**config.mk**
```make
export PLATFORM = sky130hd
export DESIGN_NAME = debug_trace_serializer
export DESIGN_NICKNAME = d
export VERILOG_FILES = /design/src/rtl/debug_trace_serializer.sv
export SDC_FILE = /design/constraint.sdc
export NUM_CORES = 2
export LEC_CHECK = 0
export BUFFER_PORTS_ARGS = -buffer_cell sky130_fd_sc_hd__buf_2
export CAP_MARGIN = 20
export CORE_AREA = 2 2 450 452
export DETAILED_ROUTE_END_ITERATION = 7
export DIE_AREA = 0 0 452 454
export MAX_ROUTING_LAYER = met4
export PLACE_DENSITY = 0.58
export SETUP_SLACK_MARGIN = 0.5
export SLEW_MARGIN = 5
export SYNTH_ARGS = -nofsm -noshare
export SYNTH_HDL_FRONTEND = slang
export SYNTH_SLANG_ARGS = --single-unit
```
**constraint.sdc**
```tcl
create_clock -name clk -period 4.3 [get_ports clk]
set_clock_uncertainty 0.05 [all_clocks]
set_input_delay 0.215 -clock clk [delete_from_list [all_inputs] [get_ports clk]]
set_output_delay 0.215 -clock clk [all_outputs]
set_load 0.005 [all_outputs]
```
**src/rtl/debug_trace_serializer.sv**
```systemverilog
// Debug trace serializer: snapshots CPU architectural state on a committed
// machine cycle and streams it as a byte frame over a valid/ready link.
module debug_trace_serializer #(
  parameter int REG_DUMP = 1
) (
  input  logic              clk,
  input  logic              resetN,
  input  logic              enable,
  input  logic              machineCycleDone,
  input  logic [31:0][31:0] regfileState,
  input  logic [31:0]       nextPCState,
  input  logic [3:0]        flagsState,
  input  logic [7:0]        systemCallState,
  input  logic [31:0]       isrBaseAddressState,
  input  logic              interruptEnableState,
  input  logic [15:0]       exceptionMaskState,
  input  logic [4:0]        causeState,
  output logic [7:0]        txData,
  output logic              txValid,
  input  logic              txReady,
  output logic              busy,
  output logic [7:0]        dropCount
);

  localparam logic [7:0] LAST_IDX = (REG_DUMP != 0) ? 8'd143 : 8'd15;

  typedef enum logic {IDLE, SEND} state_t;
  state_t state, state_next;

  logic [7:0]        idx;
  logic [7:0]        seq_cnt;
  logic [7:0]        csum;
  logic [7:0]        frame_byte;
  logic [6:0]        reg_off;

  logic [7:0]        snap_seq;
  logic [31:0][31:0] snap_regs;
  logic [31:0]       snap_pc;
  logic [3:0]        snap_flags;
  logic [7:0]        snap_syscall;
  logic [31:0]       snap_isr;
  logic              snap_ie;
  logic [15:0]       snap_mask;
  logic [4:0]        snap_cause;

  logic handshake, final_hs, capture, drop;

  assign handshake = (state == SEND) && txReady;
  assign final_hs  = handshake && (idx == LAST_IDX);
  assign capture   = enable && machineCycleDone && ((state == IDLE) || final_hs);
  assign drop      = enable && machineCycleDone && (state == SEND) && !final_hs;

  always_ff @(posedge clk or negedge resetN) begin
    if (!resetN) state <= IDLE;
    else         state <= state_next;
  end

  always_comb begin
    state_next = state;
    case (state)
      IDLE:    if (capture) state_next = SEND;
      SEND:    if (final_hs && !capture) state_next = IDLE;
      default: state_next = IDLE;
    endcase
  end

  always_comb begin
    txValid = (state == SEND);
    busy    = (state == SEND);
    txData  = (state == SEND) ? frame_byte : '0;
  end

  // Frame byte selection; the checksum slot wins over the register-dump default.
  always_comb begin
    reg_off    = idx[6:0] - 7'd15;
    frame_byte = '0;
    if (idx == LAST_IDX) begin
      frame_byte = csum;
    end else begin
      case (idx)
        8'd0:    frame_byte = 8'hA5;
        8'd1:    frame_byte = snap_seq;
        8'd2:    frame_byte = snap_pc[7:0];
        8'd3:    frame_byte = snap_pc[15:8];
        8'd4:    frame_byte = snap_pc[23:16];
        8'd5:    frame_byte = snap_pc[31:24];
        8'd6:    frame_byte = {3'b000, snap_ie, snap_flags};
        8'd7:    frame_byte = snap_syscall;
        8'd8:    frame_byte = {3'b000, snap_cause};
        8'd9:    frame_byte = snap_mask[7:0];
        8'd10:   frame_byte = snap_mask[15:8];
        8'd11:   frame_byte = snap_isr[7:0];
        8'd12:   frame_byte = snap_isr[15:8];
        8'd13:   frame_byte = snap_isr[23:16];
        8'd14:   frame_byte = snap_isr[31:24];
        default: frame_byte = snap_regs[reg_off[6:2]][{reg_off[1:0], 3'b000} +: 8];
      endcase
    end
  end

  always_ff @(posedge clk or negedge resetN) begin
    if (!resetN) begin
      idx          <= '0;
      seq_cnt      <= '0;
      csum         <= '0;
      dropCount    <= '0;
      snap_seq     <= '0;
      snap_regs    <= '0;
      snap_pc      <= '0;
      snap_flags   <= '0;
      snap_syscall <= '0;
      snap_isr     <= '0;
      snap_ie      <= 1'b0;
      snap_mask    <= '0;
      snap_cause   <= '0;
    end else begin
      if (capture) begin
        idx          <= '0;
        csum         <= '0;
        seq_cnt      <= seq_cnt + 8'd1;
        snap_seq     <= seq_cnt;
        snap_regs    <= regfileState;
        snap_pc      <= nextPCState;
        snap_flags   <= flagsState;
        snap_syscall <= systemCallState;
        snap_isr     <= isrBaseAddressState;
        snap_ie      <= interruptEnableState;
        snap_mask    <= exceptionMaskState;
        snap_cause   <= causeState;
      end else if (handshake) begin
        idx  <= idx + 8'd1;
        csum <= csum ^ frame_byte;
      end
      if (drop && (dropCount != 8'hFF)) dropCount <= dropCount + 8'd1;
    end
  end

endmodule

```
; ---- After elaboration in Yosys (flattened, before gate mapping)
; Cells that the tools add are included.
[totals]
reg_bits = 1163
output_inout_bits = 18
elab_cells = 94
[classes]
order_cmp = 1
mux = 12
n_eq_ne = 16
n_bitwise = 2
reduce_logical = 13
addsub = 4
shifts = 1
[ops]
columns = cell, count
row1 = binary-select mux 32 bit (select 5 bit), 1
row2 = case mux 8 bit (15 select lines), 1
row3 = "equality test 8 x 4 -> 1 bit, second input constant", 7
row4 = two-way mux 8 bit, 6
row5 = "equality test 8 x 3 -> 1 bit, second input constant", 4
row6 = two-way mux 32 bit, 1
row7 = indexed part select 32 x 6 -> 8 bit, 1
row8 = "adder 8 x 1 -> 8 bit, second input constant", 3
row9 = "equality test 8 x 2 -> 1 bit, second input constant", 2
row10 = "equality test 8 x 1 -> 1 bit, second input constant", 1
row11 = "equality test 8 bit, second input constant", 1
row12 = logical AND 1 bit, 8
row13 = logical NOT 8 bit, 1
row14 = "!= test 8 bit, second input constant", 1
row15 = bitwise XOR 8 bit, 1
row16 = "subtractor 7 x 4 -> 7 bit, second input constant", 1
row17 = "less-than comparator 5 x 6 -> 1 bit, second input constant", 1
row18 = logical NOT 1 bit, 2
row19 = two-way mux 1 bit, 2
row20 = case mux 1 bit (2 select lines), 1
row21 = nonzero test 2 bit, 1
row22 = logical OR 1 bit, 1
row23 = inverter 1 bit, 1

; ---- Logic depth before layout (Yosys ltp)
[depth]
word_depth = 9
depth_mapped = 18

; ---- Worst setup path after synthesis
; No wires, ideal clock.
[synth_path]
path_kind = register -> register
from = register idx[0]
to = register csum[3]
period_less_slack_ns = 3.711
setup_slack_ns = 0.589
t_arrival_ns = 3.530
n_path_buf = 4
path_stages_with_launch = 17
cell_sequence = dfrtp_1 buf_2 clkbuf_1 buf_2 clkinv_1 ha_1 and2_1 clkbuf_1 a22oi_1 a31oi_1 a311oi_1 o21ai_0 or2_0 nor4b_1 a31oi_1 nor4b_1 or3_1
[synth_via]
elab_chain_len = 9
elab_cells_between_ends = 29
[synth_lines]
columns = item, line_no
row1 = "start, declared", 30  ; logic [7:0] idx;
row2 = "start signal, assigned", 131  ; idx <= idx + 8'd1;
row3 = subtractor 7 x 4 -> 7 bit, 75  ; reg_off = idx[6:0] - 7'd15;
row4 = binary-select mux 32 bit (select 5 bit), 96  ; default: frame_byte = snap_regs[reg_off[6:2]][{reg_off[1:0], 3'b000} +: 8];
row5 = two-way mux 32 bit (not written as such), 96
row6 = indexed part select 32 x 6 -> 8 bit, 96
row7 = case mux 8 bit (15 select lines), 80  ; case (idx)
row8 = two-way mux 8 bit, 77  ; if (idx == LAST_IDX) begin
row9 = bitwise XOR 8 bit, 132  ; csum <= csum ^ frame_byte;
row10 = two-way mux 8 bit, 130  ; end else if (handshake) begin
row11 = two-way mux 8 bit, 117  ; if (capture) begin
row12 = "end signal, assigned", 132
row13 = "end, declared", 32  ; logic [7:0] csum;
; Several ways; a longest one is shown, not always the timed one. The select of a mux whose other input is x is not followed.
; A chain may end at the register's enable or synchronous reset.

; ---- Worst setup path after layout
[layout_path]
from = register idx[0]
to = output port txData[2]
[layout_via]
elab_chain_len = 7
elab_cells_between_ends = 23
[layout_lines]
columns = item, line_no
row1 = subtractor 7 x 4 -> 7 bit, 75
row2 = binary-select mux 32 bit (select 5 bit), 96
row3 = two-way mux 32 bit (not written as such), 96
row4 = indexed part select 32 x 6 -> 8 bit, 96
row5 = case mux 8 bit (15 select lines), 80
row6 = two-way mux 8 bit *, 77
row7 = two-way mux 8 bit *, 70  ; txData = (state == SEND) ? frame_byte : '0;
row8 = "end, declared", 18  ; output logic [7:0] txData,
; Mark *: on every way between the ends. The rest lies on a longest branch, timed or not. The select of a mux whose other input is x is not followed.

==> run_results.csv <==
group,metric,value,unit
clocking,cts_max_path_buffers,3,
power,cellPowerDensity,656.0,mW/mm²
cells_and_area,layout.filler_cells,19140,
clocking,cts-buffers-inserted,142,
clocking,clkTransAtPathRegs,60,ps
route,drt-total-wl,347.2,mm
timing,post-route-min-period,4939,ps
clocking,cts_tree,"done",
synth,ys.warnings.count,0,
timing,timing_max_transition_violations_final,0,
floorplan,fp-row-count,165,
timing,max_freq,0.2025,GHz
min_path,timing.hold.worst.class,"in -> reg",
setup_path,critPathMaxFanout,11,
floorplan,start_util,29.72,%
cells_and_area,multiInputGateArea,0.02965,mm²
synth,synth-async-reset-ratio,100.0,%
setup_path,worst_path_largest_cell_delay,550,ps
synth,synth.net_count,8677,
grt,antenna_found_initial,70,
outcome,run_status,"finished, violations left",
power,leakagePower,44.23,nW
cells_and_area,postLayoutCoreUtil,45.11,%
timing,worst_hold_slack,47.07,ps
setup_path,worst_path_cell_with_the_longest_stage_delay,"sky130_fd_sc_hd__dfrtp_4",
synth,yosysSeqAreaShare,48.74,%
timing,setup_viol,8,
route,detailroute.via_count,68670,
setup_path,cp_top_family,"compound AO/OA/AOI/OAI gates",
setup_path,cp-end-kind,"output port",
place,detailedPlacementHpwl,245.2,mm
timing,hold_violations,0,
floorplan,floorplan.die.height,454,µm
synth,most_used_dff_post_synth,"sky130_fd_sc_hd__dfrtp_1",
grt,globalRouteOverflowTotal,0,
cells_and_area,nNetsFinal,11020,
synth,postSynthRegisterBits,1163,
floorplan,floorplan.core_area,0.2009,mm²
place,buffer_ports.inserted,1144,
synth,synth-edff-count,0,
route,detail-route-antenna-nets,0,
clocking,h-tree-depth,4,
setup_path,cp_common_cell,"sky130_fd_sc_hd__buf_4",
clocking,cts.sinks,1163,
route,post_drt_wl_per_cell,27.24,µm
setup_path,critical_path_required,4030,ps
grt,global_route_wire_length_before_repair,484.2,mm
floorplan,i_o_pins,1145,
run,drv_cap,0,
setup_path,crit_buf_inv,6,
timing,finalCritPeriodShare,114.9,%
grt,grt_pass1_vias,67760,
setup_path,reg2regPathDepth,17,
grt,grt_start_max_net_pins,143,
grt,track_usage,33.64,%
power,ir_drop,571.1,µV
setup_path,worst-setup-path-type,"reg -> out",
cells_and_area,sequential_cell_area,0.02912,mm²
route,drt-vias-per-instance,5.387,
synth,yosysUniqueCellTypes,90,
timing,tightest_slew,1148,ps
synth,synthesis.area,0.05970,mm²
route,detailedRoute.firstPassIterationCount,8,
setup_path,cp-start-kind,"flop",
floorplan,die_width,452,µm
place,gp_congestion,0.9775,
min_path,cells_on_worst_hold_path,4,
cells_and_area,layout.cells.non_filler,12750,
synth,synthesized_area_per_cell,7.915,µm²
clocking,ctsRootBufferMaster,"sky130_fd_sc_hd__clkbuf_16",
route,remaining_drc_errors,14,
outcome,violations,"DRC, setup timing",
timing,fin_setup_tns,-4168,ps
route,drt_first_iter_violations,8010,
setup_path,cp.depth,16,
timing,setup_repair_after_global_routing_missed_its_margin,"true",
clocking,worst_skew_pair.late_latency,850,ps
place,placedCellCount,11140,
cells_and_area,syn_to_final_growth,51.76,%
setup_path,crit_path_cell_trace,"ha_4, buf_4, a311oi_2, buf_4, xor2_4, buf_12, nand2_1, a21oi_2, o21ai_1, nand3_2, o211ai_1, buf_4, a211oi_4, buf_6, nor2_4, buf_6",
timing,max-slew-margin-rel,22.88,%
cells_and_area,drive_above_1_share,22.10,%
timing,timing.final.ws_setup,-638.9,ps
power,report.power.total,59.44,mW
setup_path,critPathArrivalTime,4670,ps
synth,netlist_instances,7543,
floorplan,design.die.area,0.2052,mm²
==> cells by family after synthesis <==
logic type      share of synthesized area (%)
mux                                     4.193
xor+xnor                               0.4841
simple gates                            29.69
compound gates                          12.16
fa+ha+maj                              0.1467
buf+inv                                 4.587
flops                                   48.74
==> cell type report <==
class,count,share of cell area (%)
flip-flops and latches,1163,32.13
repair buffers,2781,25.67
clock inverters,65,0.9528
multi-input cells,5764,32.72
inverters,35,0.1616
diodes,73,0.2016
well taps,2672,3.690
clock buffers,193,4.469
==> repair_timing <==
action | in CTS | in global routing
endpoints found under the hold margin | 1712 | 0
setup buffers | 103 | 21
gates resized for setup | 297 | 94
cloned | 20 | 4
hold buffers | 1132 | 0
pin swaps | 75 | 37
setup endpoints to repair | 16 | 16
==> synth_stat cells, types with 7 or more instances <==
library cell	count	area share (%)
sky130_fd_sc_hd__nor3_1	55	0.46
sky130_fd_sc_hd__a22oi_1	39	0.49
sky130_fd_sc_hd__mux2_2	16	0.30
sky130_fd_sc_hd__a32oi_1	19	0.28
sky130_fd_sc_hd__nor2_1	156	0.98
sky130_fd_sc_hd__or3_1	8	0.084
sky130_fd_sc_hd__a2bb2oi_1	8	0.12
sky130_fd_sc_hd__o311ai_0	29	0.43
sky130_fd_sc_hd__buf_6	10	0.19
sky130_fd_sc_hd__and3_1	41	0.43
sky130_fd_sc_hd__ha_1	7	0.15
sky130_fd_sc_hd__buf_2	176	1.5
sky130_fd_sc_hd__inv_1	34	0.21
sky130_fd_sc_hd__buf_1	37	0.23
sky130_fd_sc_hd__a221oi_1	84	1.2
sky130_fd_sc_hd__nand2_1	3910	25
sky130_fd_sc_hd__a311oi_1	32	0.47
sky130_fd_sc_hd__xor2_1	11	0.16
sky130_fd_sc_hd__nand4_1	29	0.30
sky130_fd_sc_hd__clkbuf_1	329	2.1
sky130_fd_sc_hd__and2_1	13	0.14
sky130_fd_sc_hd__nand3_1	248	2.1
sky130_fd_sc_hd__a221o_1	15	0.25
sky130_fd_sc_hd__a2111oi_0	9	0.13
sky130_fd_sc_hd__a222oi_1	20	0.34
sky130_fd_sc_hd__o211ai_1	30	0.38
sky130_fd_sc_hd__o31ai_1	13	0.16
sky130_fd_sc_hd__or2_2	21	0.22
sky130_fd_sc_hd__mux2i_1	114	1.9
sky130_fd_sc_hd__a22o_1	7	0.10
sky130_fd_sc_hd__o2bb2ai_1	11	0.16
sky130_fd_sc_hd__buf_4	32	0.40
sky130_fd_sc_hd__o21ai_0	171	1.4
sky130_fd_sc_hd__a21oi_1	183	1.5
sky130_fd_sc_hd__a211oi_1	37	0.47
sky130_fd_sc_hd__o221ai_1	91	1.3
sky130_fd_sc_hd__a31oi_1	60	0.63
sky130_fd_sc_hd__o22ai_1	94	0.98
sky130_fd_sc_hd__dfrtp_1	1163	49
sky130_fd_sc_hd__xnor2_1	12	0.18
sky130_fd_sc_hd__mux4_2	52	2.0
==> tightest hold or removal path, cell delays in order <==
cell	delay (ps)
sky130_fd_sc_hd__dlygate4sd3_1	520
sky130_fd_sc_hd__buf_2	100
sky130_fd_sc_hd__nand2_1	40
sky130_fd_sc_hd__nand2_1	40
==> routing by layer <==
layer	global-route usage, %	up-vias	part of all wire [%]
met5	-	-	0
met4	21.84	0	7.7
met3	6.379	1176	7.7
met2	51.23	4034	45
met1	40.82	33540	39
li1	-	29920	-
==> power by group <==
part / total [mW] / switching, mW / internal, mW / leakage, nW
Clock: 12.9 / 5.44 / 7.41 / 2.40
Combinational: 31.6 / 18.7 / 12.9 / 27.0
Sequential: 15.0 / 2.03 / 13.0 / 14.8
Total: 59.4 / 26.2 / 33.3 / 44.2
==> state kept, by name, summed over array words and instances (netlist names) <==
| register | flops |
|---|---|
| busy | 1 |
| csum | 8 |
| dropCount | 8 |
| idx | 8 |
| seq_cnt | 8 |
| snap_cause | 5 |
| snap_flags | 4 |
| snap_ie | 1 |
| snap_isr | 32 |
| snap_mask | 16 |
| snap_pc | 32 |
| snap_regs | 1024 |
| snap_seq | 8 |
| snap_syscall | 8 |
==> cells in the final DEF (no fill, tap or decap), types with 21 or more instances in the layout <==
cell	Yosys	routed
sky130_fd_sc_hd__a211oi_1	37	31
sky130_fd_sc_hd__a21oi_1	183	165
sky130_fd_sc_hd__a221oi_1	84	65
sky130_fd_sc_hd__a22oi_1	39	37
sky130_fd_sc_hd__a311oi_1	32	22
sky130_fd_sc_hd__a31oi_1	60	51
sky130_fd_sc_hd__and3_1	41	38
sky130_fd_sc_hd__buf_12	0	105
sky130_fd_sc_hd__buf_16	0	21
sky130_fd_sc_hd__buf_2	176	1143
sky130_fd_sc_hd__buf_4	32	309
sky130_fd_sc_hd__buf_6	10	40
sky130_fd_sc_hd__clkbuf_1	329	24
sky130_fd_sc_hd__clkbuf_16	0	149
sky130_fd_sc_hd__clkbuf_8	0	24
sky130_fd_sc_hd__clkinv_2	0	28
sky130_fd_sc_hd__dfrtp_1	1163	1159
sky130_fd_sc_hd__diode_2	0	73
sky130_fd_sc_hd__dlygate4sd3_1	0	1131
sky130_fd_sc_hd__inv_1	34	31
sky130_fd_sc_hd__mux2i_1	114	105
sky130_fd_sc_hd__mux4_2	52	52
sky130_fd_sc_hd__nand2_1	3910	3902
sky130_fd_sc_hd__nand3_1	248	229
sky130_fd_sc_hd__nand4_1	29	29
sky130_fd_sc_hd__nor2_1	156	141
sky130_fd_sc_hd__nor3_1	55	46
sky130_fd_sc_hd__o211ai_1	30	30
sky130_fd_sc_hd__o21ai_0	171	151
sky130_fd_sc_hd__o221ai_1	91	89
sky130_fd_sc_hd__o22ai_1	94	87
sky130_fd_sc_hd__o311ai_0	29	25
sky130_fd_sc_hd__or2_2	21	21
==> per-stage QoR <==
stage / area [µm²] / setup WS, ps
global route: 90580 / -668.7
detailed placement: 70310 / -512.6
CTS: 89700 / -626.2
finish: 90610 / -638.9
floorplan: 59700 / 588.8
global placement: 70310 / -488.9
==> path summary, 6_finish.rpt <==
kind,from,endpoint,slack (ps)
worst min register to register,snap_regs[230]$_DFFE_PN0P_,snap_regs[230]$_DFFE_PN0P_,420
worst max-delay path,idx[0]$_DFFE_PN0P_,txData[2],-640
worst max register to register,idx[0]$_DFFE_PN0P_,csum[2]$_DFFE_PN0P_,60
worst min-delay path,regfileState[881],snap_regs[881]$_DFFE_PN0P_,50
min in group asynchronous,resetN,seq_cnt[1]$_DFFE_PN0P_,110
max in group asynchronous,resetN,snap_regs[738]$_DFFE_PN0P_,3180
Note: power is estimated with default switching activity, not from simulation.
